### config.mk
export PLATFORM = sky130hd
export DESIGN_NAME = uart_tx_arbiter
export DESIGN_NICKNAME = d
export VERILOG_FILES = /design/src/rtl/uart_pkg.sv /design/src/rtl/rr_arbiter.sv /design/src/rtl/uart_tx_arbiter.sv
export SDC_FILE = /design/constraint.sdc
export NUM_CORES = 1
export LEC_CHECK = 0
export CORE_MARGIN = 4
export CORE_UTILIZATION = 43
export DETAILED_ROUTE_END_ITERATION = 8
export PLACE_DENSITY = 0.77
export SLEW_MARGIN = 5
export SYNTH_ARGS = -nofsm -noshare
export SYNTH_HDL_FRONTEND = slang
export SYNTH_SLANG_ARGS = --single-unit
### constraint.sdc
create_clock -name clk_in -period 2.99 [get_ports clk_in]
set_input_delay 0.598 -clock clk_in [delete_from_list [all_inputs] [get_ports clk_in]]
set_output_delay 0.598 -clock clk_in [all_outputs]
set_load 0.05 [all_outputs]
### src/rtl/uart_pkg.sv
// Shared UART definitions: arbiter state encoding and the default byte width
// that the uart_tx serializer and its front-end arbiter must agree on.
package uart_pkg;
  typedef enum logic [1:0] {ARB_IDLE, ARB_REQ, ARB_BUSY} uart_arb_state_t;

  localparam int UART_DATA_BITS = 8;
endpackage

### src/rtl/rr_arbiter.sv
// Combinational round-robin picker: grants the first asserted request at or
// after ptr, wrapping modulo N. Reusable by any TX/RX dispatcher.
module rr_arbiter #(
  parameter int N = 4,
  localparam int IW = $clog2(N)
) (
  input  logic [N-1:0]  req,
  input  logic [IW-1:0] ptr,
  output logic [N-1:0]  gnt,
  output logic [IW-1:0] idx,
  output logic          any_gnt
);

  logic [IW-1:0] pos;

  always_comb begin
    gnt     = '0;
    idx     = '0;
    any_gnt = 1'b0;
    pos     = '0;
    for (int k = 0; k < N; k++) begin
      pos = IW'((int'(ptr) + k) % N);
      if (!any_gnt && req[pos]) begin
        any_gnt  = 1'b1;
        gnt[pos] = 1'b1;
        idx      = pos;
      end
    end
  end

endmodule

### src/rtl/uart_tx_arbiter.sv
// Round-robin front end sharing one uart_tx serializer among N_REQ byte
// producers, with per-requester ready/done/timeout-error pulses.
module uart_tx_arbiter
  import uart_pkg::*;
#(
  parameter int N_REQ          = 4,
  parameter int DATA_BITS      = UART_DATA_BITS,
  parameter int ACCEPT_TIMEOUT = 1024,
  localparam int IW = $clog2(N_REQ),
  localparam int CW = $clog2(ACCEPT_TIMEOUT) + 1
) (
  input  logic                       clk_in,
  input  logic                       rst_in,
  input  logic [N_REQ-1:0]           req_valid_in,
  input  logic [N_REQ*DATA_BITS-1:0] req_data_in,
  output logic [N_REQ-1:0]           req_ready_out,
  output logic [N_REQ-1:0]           req_done_out,
  output logic [N_REQ-1:0]           req_err_out,
  output logic [DATA_BITS-1:0]       tx_data_out,
  output logic                       tx_rdy_out,
  input  logic                       tx_busy_in,
  input  logic                       tx_done_in,
  output logic [IW-1:0]              grant_id_out,
  output logic                       active_out
);

  uart_arb_state_t state_q, state_d;
  logic [IW-1:0]   ptr_q;
  logic [CW-1:0]   cnt_q;
  logic            done_q, err_q;
  logic            take, fin_done, fin_err;
  logic [N_REQ-1:0] arb_gnt;
  logic [IW-1:0]   arb_idx;
  logic            arb_any;

  rr_arbiter #(.N(N_REQ)) u_rr (
    .req     (req_valid_in),
    .ptr     (ptr_q),
    .gnt     (arb_gnt),
    .idx     (arb_idx),
    .any_gnt (arb_any)
  );

  always_ff @(posedge clk_in) begin
    if (rst_in) state_q <= ARB_IDLE;
    else        state_q <= state_d;
  end

  // A grant is held off while a done/err pulse is showing, so at most one
  // ready/done/err bit is ever set in a cycle.
  always_comb begin
    state_d  = state_q;
    take     = 1'b0;
    fin_done = 1'b0;
    fin_err  = 1'b0;
    case (state_q)
      ARB_IDLE: begin
        if (arb_any && !done_q && !err_q && !rst_in) begin
          take    = 1'b1;
          state_d = ARB_REQ;
        end
      end
      ARB_REQ: begin
        if (tx_busy_in) begin
          state_d = ARB_BUSY;
        end else if (cnt_q == CW'(ACCEPT_TIMEOUT - 1)) begin
          fin_err = 1'b1;
          state_d = ARB_IDLE;
        end
      end
      ARB_BUSY: begin
        if (tx_done_in || !tx_busy_in) begin
          fin_done = 1'b1;
          state_d  = ARB_IDLE;
        end
      end
      default: state_d = ARB_IDLE;
    endcase
  end

  always_ff @(posedge clk_in) begin
    if (rst_in) begin
      ptr_q        <= '0;
      cnt_q        <= '0;
      done_q       <= 1'b0;
      err_q        <= 1'b0;
      tx_data_out  <= '0;
      grant_id_out <= '0;
    end else begin
      done_q <= fin_done;
      err_q  <= fin_err;
      if (take) begin
        tx_data_out  <= req_data_in[int'(arb_idx) * DATA_BITS +: DATA_BITS];
        grant_id_out <= arb_idx;
        ptr_q        <= (arb_idx == IW'(N_REQ - 1)) ? '0 : arb_idx + 1'b1;
        cnt_q        <= '0;
      end else if (state_q == ARB_REQ && !tx_busy_in && cnt_q != '1) begin
        cnt_q <= cnt_q + 1'b1;
      end
    end
  end

  always_comb begin
    req_ready_out = take ? arb_gnt : '0;
    req_done_out  = done_q ? (N_REQ'(1) << grant_id_out) : '0;
    req_err_out   = err_q  ? (N_REQ'(1) << grant_id_out) : '0;
    tx_rdy_out    = (state_q == ARB_REQ);
    active_out    = (state_q != ARB_IDLE);
  end

endmodule

* Word-level counts from Yosys, hierarchy flattened *
Cells that the tools add are included.

word-level totals
  bits of input ports = 40
  word-level logic and storage cells = 102
  bits in registers = 27

operators by class
  muxes and demuxes = 41
  shifts and indexed selects = 2
  add/subtract/negate cells = 5
  equal/unequal tests = 8
  reductions and logical operators = 26
  bitwise logic cells = 5
  magnitude comparators = 8

operators with widths
  kind                                                               number
  variable part select 32 x 6 -> 8 bit                               1
  2-to-1 mux 4 bit                                                   7
  2-to-1 mux 2 bit                                                   9
  2-to-1 mux 1 bit                                                   16
  logical AND 1 bit                                                  12
  less-than comparator 2 x 3 -> 1 bit, second input constant         4
  OR 4 bit                                                           3
  adder 11 x 1 -> 11 bit, second input constant                      1
  equality test 11 x 10 -> 1 bit, second input constant              1
  inequality test 11 bit, second input constant                      1
  binary-select mux 1 bit (select 2 bit)                             4
  demux 1 bit (select 2 bit)                                         4
  greater-or-equal comparator 2 x 1 -> 1 bit, second input constant  4
  logical NOT 1 bit                                                  7
  case mux 2 bit (3 select lines)                                    1
  adder 2 x 1 -> 2 bit, second input constant                        2
  adder 2 bit, second input constant                                 2
  equality test 2 bit, second input constant                         2
  inequality test 2 bit, second input constant                       2
  OR reduction 2 bit                                                 2
  << shifter 1 x 2 -> 4 bit, first input constant                    1
  inequality test 3 x 1 -> 1 bit, second input constant              1
  AND reduction 3 bit                                                1
  OR reduction 3 bit                                                 1
  5 further kinds                                                    6

* Depth between registers and ports, before layout *
Gate-level depths: netlist (run 1).

  depth in word-level cells = 18
  mapped depth = 12

* Cells and area by module *
From an unflattened synthesis (run 1), not the netlist that was laid out.

second synthesis, totals
  cell total of the unflattened synthesis = 204
  area total of the unflattened synthesis = 1838.0 sq um

by module, submodules not included
  module           cells an instance  times used  area an instance (sq um)
  uart_tx_arbiter  159                1           1418.9
  rr_arbiter       45                 1           419.2

* Worst setup path after synthesis (run 1) *
Ideal clock, no wire load.

  path type = reg2out
  start = reg ptr_q[0]
  end = out req_ready_out[0]
  buffers on the path = 2
  slack = -488 ps
  arrival time = 2880 ps
  cell stages (with the launch flop) = 10
  cells stage by stage = dfxtp_1 -> buf_6 -> buf_2 -> inv_2 -> ha_1 -> or4_1 -> o22ai_2 -> o21a_1 -> a221oi_1 -> nor2_1

on the way
  cells in the longest elaborated chain, start to end = 18

RTL lines
  what                                                                                          RTL line                text
  start, declared                                                                               uart_tx_arbiter.sv:28   logic [IW-1:0] ptr_q;
  start signal, assigned                                                                        uart_tx_arbiter.sv:95   ptr_q <= (arb_idx == IW'(N_REQ - 1)) ? '0 : arb_idx + 1'b1;
  parallel branches: the longest is 17 deep, another holds less-than comparator 2 x 3 -> 1 bit  n/a
  2-to-1 mux 4 bit (*)                                                                          uart_tx_arbiter.sv:104  req_ready_out = take ? arb_gnt : '0;
  end, declared                                                                                 uart_tx_arbiter.sv:16   output logic [N_REQ-1:0] req_ready_out,

Every way passes the cells marked *. The select of a mux whose other input is x is not followed.

* Worst setup path in the final report (run 1) *
  start = in req_valid_in[2]
  end = out req_ready_out[3]

on the way
  cells in the longest elaborated chain, start to end = 18

RTL lines
  what                                    RTL line                text
  start, declared                         uart_tx_arbiter.sv:14   input logic [N_REQ-1:0] req_valid_in,
  binary-select mux 1 bit (select 2 bit)  rr_arbiter.sv:23        if (!any_gnt && req[pos]) begin
  2-to-1 mux 1 bit (not written as such)  rr_arbiter.sv:23
  2-to-1 mux 1 bit                        rr_arbiter.sv:23
  logical NOT 1 bit                       rr_arbiter.sv:23
  logical AND 1 bit                       rr_arbiter.sv:23
  2-to-1 mux 1 bit                        rr_arbiter.sv:23
  logical NOT 1 bit                       rr_arbiter.sv:23
  logical AND 1 bit                       rr_arbiter.sv:23
  2-to-1 mux 1 bit                        rr_arbiter.sv:23
  logical NOT 1 bit                       rr_arbiter.sv:23
  logical AND 1 bit                       rr_arbiter.sv:23
  2-to-1 mux 1 bit                        rr_arbiter.sv:23
  logical AND 1 bit (3 in series)         uart_tx_arbiter.sv:58   if (arb_any && !done_q && !err_q && !rst_in) begin
  2-to-1 mux 1 bit                        uart_tx_arbiter.sv:58
  2-to-1 mux 1 bit                        uart_tx_arbiter.sv:56   case (state_q)
  2-to-1 mux 4 bit (*)                    uart_tx_arbiter.sv:104

Every way passes the cells marked *; elsewhere a longest branch is shown, timed or not. The select of a mux whose other input is x is not followed.

==> out/summary.md, run 1 <==
## Status
- **outcome** finished clean

## Routing
- **residual antenna-violating net count after detailed routing** 0
- **Avg WL per Cell** 14.4 um
- **overall via count from detail_route** 2220
- **length of the first detailed-routing pass in iterations** 4
- **total length of routed wires** 5900 um
- **drt drc** 0
- **number of DRC markers after the initial detailed-route iteration** 116
- **via count normalized by instance count** 5.41

## Place
- **input/output buffers** 63
- **placed inst area** 0.00311 mm^2
- **half-perimeter wire length of the detailed placement result** 4620 um
- **gp weighted congestion** 0.845

## Clock tree
- **Reg clk slew, reported paths** 0.10 ns
- **number of buffers inserted during clock tree synthesis** 3
- **TritonCTS clock tree** built
- **Clock Path Buffers** 2
- **root buffer cell** clkbuf_8
- **H-Tree Depth** 1
- **clock insertion delay at the later pin of the skew report** 0.27 ns
- **Num Clock Sinks** 27

## STA
- **Rel. slew slack** 61.2%
- **final period demand of the worst path** 2.95 ns
- **number of slew-limit violations in the final report** 0
- **Post-Route Skew** 0.00658 ns
- **achievable clock frequency** 0.339 GHz
- **setup violation total in the final timing report** 0
- **final count of hold timing violations** 0
- **Period Utilization, post-route** 98.5%
- **transition time at the pin with the least slew margin** 0.578 ns

## Job
- **Max Cap Viol** 0

## Synth
- **number of instances in the synthesized netlist** 259
- **distinct cell type count after synthesis** 54
- **most numerous cell types in the synthesized netlist** nor2_1, dfxtp_1, nand2_1
- **share of async-settable or async-resettable flops after synthesis** 0%
- **Post-Synthesis Mean Instance Area** 8.30 um^2
- **total standard cell area after synthesis** 0.00215 mm^2
- **syn nets** 309
- **warning count from the yosys run** 0
- **most area-hungry cell type in the Yosys netlist** dfxtp_1
- **number of enable-type register cells in the synthesized netlist** 0
- **number of synthesized register bits** 27
- **sequential-to-total area share from yosys stat** 25.1%
- **most used standard cell by instance count after synthesis** nor2_1
- **most common flop cell mapped by yosys** dfxtp_1
- **cell types with the largest area share after synthesis** dfxtp_1, o211ai_1, mux2i_1
- **fraction of synthesized cell area taken by the top area cell type** 25.1%

## Setup path
- **start-to-end type of the worst setup path** primary input to output pin
- **required time of the critical path** 2.39 ns
- **maximum net fanout on the critical path** 8
- **type of origin of the critical path** primary input
- **sort of element at the end of the critical path** output pin
- **data arrival time at the worst-slack endpoint** 2.35 ns

## Floorplanning
- **Core Box Area** 0.00479 mm^2
- **full die area** 0.00619 mm^2
- **initial core utilization** 44.9%
- **Ports** 64
- **Die H** 78.7 um
- **total number of placement rows** 25
- **die width** 78.7 um

## Global routing
- **Tot GR Track Use** 18.1%
- **number of global-route vias before repair** 2053
- **wire length of the first global-routing pass** 9300 um
- **initial antenna violation count** 0
- **largest net degree at the start of global routing** 31
- **GR Overflow Total** 0

## Finish
- **Inserted Diodes** 0
- **Post-Route Utilization** 67.0%
- **NumNets Final** 394
- **signed area change from the synthesized netlist to the final layout** 49.2%
- **share of cells above drive strength 1** 23.3%
- **area of all placed cells without fillers** 0.00321 mm^2

## Power and ir drop
- **Pwr Density** 843 mW/mm^2
- **worst supply voltage drop on vdd** 0.000669 V
- **Leakage** 1.21 nW

## Min path
- **hold crit path type** flop to flop

power breakdown:
part / switching, W / internal [W]
Sequential: 0.0000606 / 0.000433
Combinational: 0.00107 / 0.000930
Clock: 0.000115 / 0.0000945
through the flow:
step	total power (W)	hold WS [ns]	setup TNS, ns	setup slack (ns)	std cells
5_1_grt	0.00288	0.522	-0.0511	-0.0284	410
6_report	0.00270	0.483	0	0.0437	410
2_1_floorplan	0.00178	0.454	0	0.0116	259
4_1_cts	0.00263	0.486	0	0.0157	410
3_3_place_gp	0.00238	0.450	-0.692	-0.166	405
3_5_place_dp	0.00242	0.463	-0.936	-0.197	405
repair_timing:
action | CTS | global route
pin swaps | 1 | 1
resized for setup | 4 | 10
hold buffers | 0 | 0
cloned | 0 | 0
endpoints found under the setup margin | 4 | 4
setup buffers | 1 | 0
cells by family after synthesis:
family / count (synthesis) / share of synthesized area (%)
buffers and inverters: 29 / 6.58
AND/OR/NAND/NOR: 97 / 23.1
adder cells (fa/ha/maj): 10 / 5.82
AO/OA/AOI/OAI: 64 / 22.5
flip-flops: 27 / 25.1
XOR/XNOR: 6 / 2.44
multiplexers: 26 / 14.4
worst paths after layout:
check                           depth (start not counted)                        start                     endpoint  slack, ns
worst min-delay path                                    2  tx_data_out[7]$_SDFFE_PP0P_  tx_data_out[7]$_SDFFE_PP0P_       0.48
worst max-delay path                                    9              req_valid_in[2]             req_ready_out[3]       0.04
worst min register to register                          2  tx_data_out[7]$_SDFFE_PP0P_  tx_data_out[7]$_SDFFE_PP0P_       0.48
worst max register to register                         10        ptr_q[1]$_SDFFE_PP0P_        ptr_q[1]$_SDFFE_PP0P_       0.50
final cells by class:
class | instances | area [um^2]
clock inverter | 1 | 7.51
sequential | 27 | 542
timing repair buffer | 97 | 921
clock buffer | 3 | 41.3
tap | 67 | 83.8
inverter | 12 | 45.0
fill | 391 | 1580
multi-input combinational | 203 | 1570
critical path, cell delays in order:
cell	delay, ns
dlygate4sd2_1	0.31
mux4_2	0.59
nor2b_4	0.18
a22oi_1	0.08
nor2_1	0.15
a221oi_2	0.05
buf_4	0.14
nor2_4	0.10
buf_12	0.14
registers in the layout (all words and copies together) (netlist names):
signal	count
cnt_q	11
tx_data_out	8
grant_id_out	2
ptr_q	2
state_q	2
done_q	1
err_q	1
cell usage in the layout (no fill, tap or decap), types with 3 or more instances in the layout:
cell type / n
nand2_1: 23
dfxtp_1: 26
nor2b_1: 3
nand3_1: 4
o211ai_1: 20
buf_4: 34
clkbuf_8: 3
mux4_2: 3
inv_1: 10
nand2b_1: 7
buf_12: 4
mux2i_1: 13
and3b_1: 3
nor2_4: 5
nor2_1: 28
mux2_2: 10
dlygate4sd2_1: 4
o21ai_0: 8
clkdlybuf4s50_1: 55
xor2_1: 4
ha_1: 9
or3_1: 3
a221oi_2: 4
a21oi_1: 8
a22oi_1: 5
nor3_1: 3
routing by layer:
| layer | part of all wire [%] | global-route usage [%] |
|---|---|---|
| met1 | 43 | 22.9 |
| met2 | 53 | 32.6 |
| met3 | 3.4 | 1.93 |
| met4 | 0.53 | 4.37 |
| met5 | 0 | 0 |
(Power assumes the default switching activity.)
==> run 2: changes to the inputs <==
--- a/config.mk
+++ b/config.mk
@@ -6,9 +6,9 @@
 export NUM_CORES = 1
 export LEC_CHECK = 0
 export CORE_MARGIN = 4
-export CORE_UTILIZATION = 43
+export CORE_UTILIZATION = 48
 export DETAILED_ROUTE_END_ITERATION = 8
-export PLACE_DENSITY = 0.77
+export PLACE_DENSITY = 0.81
 export SLEW_MARGIN = 5
 export SYNTH_ARGS = -nofsm -noshare
 export SYNTH_HDL_FRONTEND = slang
==> constraint.sdc (replaced) <==
create_clock -name clk_in -period 3.2 [get_ports clk_in]
set_input_delay 0.8 -clock clk_in [delete_from_list [all_inputs] [get_ports clk_in]]
set_output_delay 0.8 -clock clk_in [all_outputs]
set_load 0.05 [all_outputs]
==> run 2 against run 1 <==
- die area down 9.4%
- worst hold slack better by 0.0068 ns
- global-route usage up 4.9 points
- critical path depth down 1
- final area up 2.7%
- largest power group unchanged
==> out/summary.md, run 2 (synthesized netlist as in run 1, its figures left out) <==
## Global routing
- **GR Overflow Total** 0, unchanged
- **largest net degree at the start of global routing** 22, -29%
- **number of global-route vias before repair** 2274, +11%
- **Tot GR Track Use** 22.9%, +4.9 points
- **initial antenna violation count** 0, unchanged
- **wire length of the first global-routing pass** 10100 um, +8.4%

## Finish
- **number of flip-flops under the largest register name** 11, unchanged
- **fill count** 306, -22%
- **signed area change from the synthesized netlist to the final layout** 53.3%
- **commonest non-fill, non-tap cell in the layout** clkdlybuf4s50_1
- **biggest regs** cnt_q: 11 flops, tx_data_out: 8 flops
- **Inserted Diodes** 0, unchanged
- **commonest cells after routing, fill and taps aside** clkdlybuf4s50_1, buf_4, nor2_1
- **NumNets Final** 403, +2.3%
- **Post-Route Utilization** 75.7%, +8.7 points
- **Largest Register** cnt_q
- **area of the multi-input gates** 0.00158 mm^2, +0.88%
- **FF+latch area** 542 um^2, unchanged
- **share of cells above drive strength 1** 27.0%, +3.7 points

## STA
- **setup violation total in the final timing report** 0, unchanged
- **final count of hold timing violations** 0, unchanged
- **worst hold slack** 0.490 ns, +0.00682 ns
- **transition time at the pin with the least slew margin** 0.583 ns, +0.00548 ns
- **number of slew-limit violations in the final report** 0, unchanged
- **final period demand of the worst path** 3.18 ns
- **Post-Route Skew** 0.00131 ns, -0.00527 ns
- **Period Utilization, post-route** 99.3%
- **achievable clock frequency** 0.315 GHz
- **Rel. slew slack** 60.9%, -0.37 points
- **setup repair after global routing missed its margin** yes
- **summed negative setup slack over all endpoints** 0 ns, unchanged

## Floorplanning
- **Core Box Area** 0.00435 mm^2, -9.0%
- **total number of placement rows** 24, -4.0%
- **initial core utilization** 49.4%, +4.5 points
- **Ports** 64, unchanged
- **Die H** 74.9 um, -4.8%
- **die width** 74.9 um, -4.8%
- **full die area** 0.00561 mm^2, -9.4%

## Power and ir drop
- **power dissipated by switching net loads** 0.00121 W, -2.8%
- **internal cell power** 0.00139 W, -4.9%
- **Logic pwr share** 74.4%, +0.4 points
- **Tot Pwr** 0.00260 W, -3.9%
- **Leakage** 1.27 nW, +4.6%
- **Pwr Density** 788 mW/mm^2, -6.4%
- **worst supply voltage drop on vdd** 0.000350 V, -48%
- **Clk network pwr share** 7.7%, about the same
- **part of the power in registers** 17.9%, -0.4 points
- **proportion of total power due to net switching** 46.6%, +0.54 points

## Setup path
- **required time of the critical path** 2.40 ns, about the same
- **slack of the worst reg-to-reg path** 0.10 ns, -0.40 ns
- **start-to-end type of the worst setup path** primary input to output pin
- **type of origin of the critical path** primary input
- **maximum net fanout on the critical path** 6, -2
- **data arrival time at the worst-slack endpoint** 2.38 ns, +0.03 ns
- **sort of element at the end of the critical path** output pin

## Routing
- **length of the first detailed-routing pass in iterations** 4, unchanged
- **overall via count from detail_route** 2306, +3.9%
- **number of DRC markers after the initial detailed-route iteration** 125, +7.8%
- **residual antenna-violating net count after detailed routing** 0, unchanged
- **via count normalized by instance count** 5.71, +5.4%
- **Avg WL per Cell** 15.8 um, +9.5%
- **total length of routed wires** 6370 um, +7.9%
- **drt drc** 0, unchanged

## Clock tree
- **root buffer cell** clkbuf_8
- **number of buffers inserted during clock tree synthesis** 3, unchanged
- **H-Tree Depth** 1, unchanged
- **clock insertion delay at the later pin of the skew report** 0.27 ns, about the same
- **Num Clock Sinks** 27, unchanged
- **Clock Path Buffers** 2, unchanged
- **Reg clk slew, reported paths** 0.09 ns, about the same
- **TritonCTS clock tree** built

## Min path
- **hold crit path type** flop to flop

## Place
- **input/output buffers** 63, unchanged
- **gp weighted congestion** 0.894, +5.9%
- **half-perimeter wire length of the detailed placement result** 4560 um, -1.4%

## Status
- **outcome** finished clean

## Job
- **Max Cap Viol** 0, unchanged

==> run 2: power by group through the flow <==
stage | clock [W] | sequential [W] | combinational (W)
2_1_floorplan | 0 | 0.000628 | 0.00104
5_1_grt | 0.000214 | 0.000474 | 0.00206
3_5_place_dp | 0 | 0.000470 | 0.00179
6_report | 0.000200 | 0.000465 | 0.00193
3_3_place_gp | 0 | 0.000465 | 0.00176
4_1_cts | 0.000205 | 0.000462 | 0.00191
==> run 2: timing repair <==
action                                  in CTS  in global routing
resized for setup                           27                 10
pin swaps                                    5                  9
hold buffers                                 0                  0
cloned                                       0                  0
endpoints found under the setup margin       4                 13
buffers inserted                            10                  4
==> run 2: area by class of cell <==
class | count | share of cell area, %
Sequential cell | 27 | 16.4
Timing Repair Buffer | 106 | 30.8
Multi-Input combinational cell | 203 | 48.0
Clock buffer | 3 | 1.25
Tap cell | 52 | 1.97
Inverter | 12 | 1.37
Clock inverter | 1 | 0.228
==> run 2: routing by layer <==
layer  up-vias  global-route usage [%]  share of wire, %
met4         0                    7.71               2.0
met3        13                    2.54               4.5
met1      1098                    27.3                41
met2        66                    42.5                52
met5         -                       0                 0
li1       1129                       -                 -
==> run 2: stage by stage <==
step,area (um^2),worst slack [ns],instances
detailed placement,3110,-0.489,391
global route,3290,-0.0290,404
CTS,3260,0.00617,405
floorplan,2190,0.00747,259
finish,3290,0.0219,404
global placement,3110,-0.415,391
==> run 2: final timing paths <==
path	endpoint	from	cells past startpoint
worst max-delay path	req_ready_out[3]	req_valid_in[3]	8
worst min-delay path	tx_data_out[0]$_SDFFE_PP0P_	tx_data_out[0]$_SDFFE_PP0P_	2
worst max register to register	ptr_q[1]$_SDFFE_PP0P_	ptr_q[1]$_SDFFE_PP0P_	16
worst min register to register	tx_data_out[0]$_SDFFE_PP0P_	tx_data_out[0]$_SDFFE_PP0P_	2
==> run 2: worst max-delay path, stage by stage <==
cell and delay (ns):
buf_2 0.14, buf_4 0.15, mux4_2 0.49, o21a_4 0.16
buf_6 0.11, a221oi_2 0.30, nor2_4 0.06, buf_12 0.15
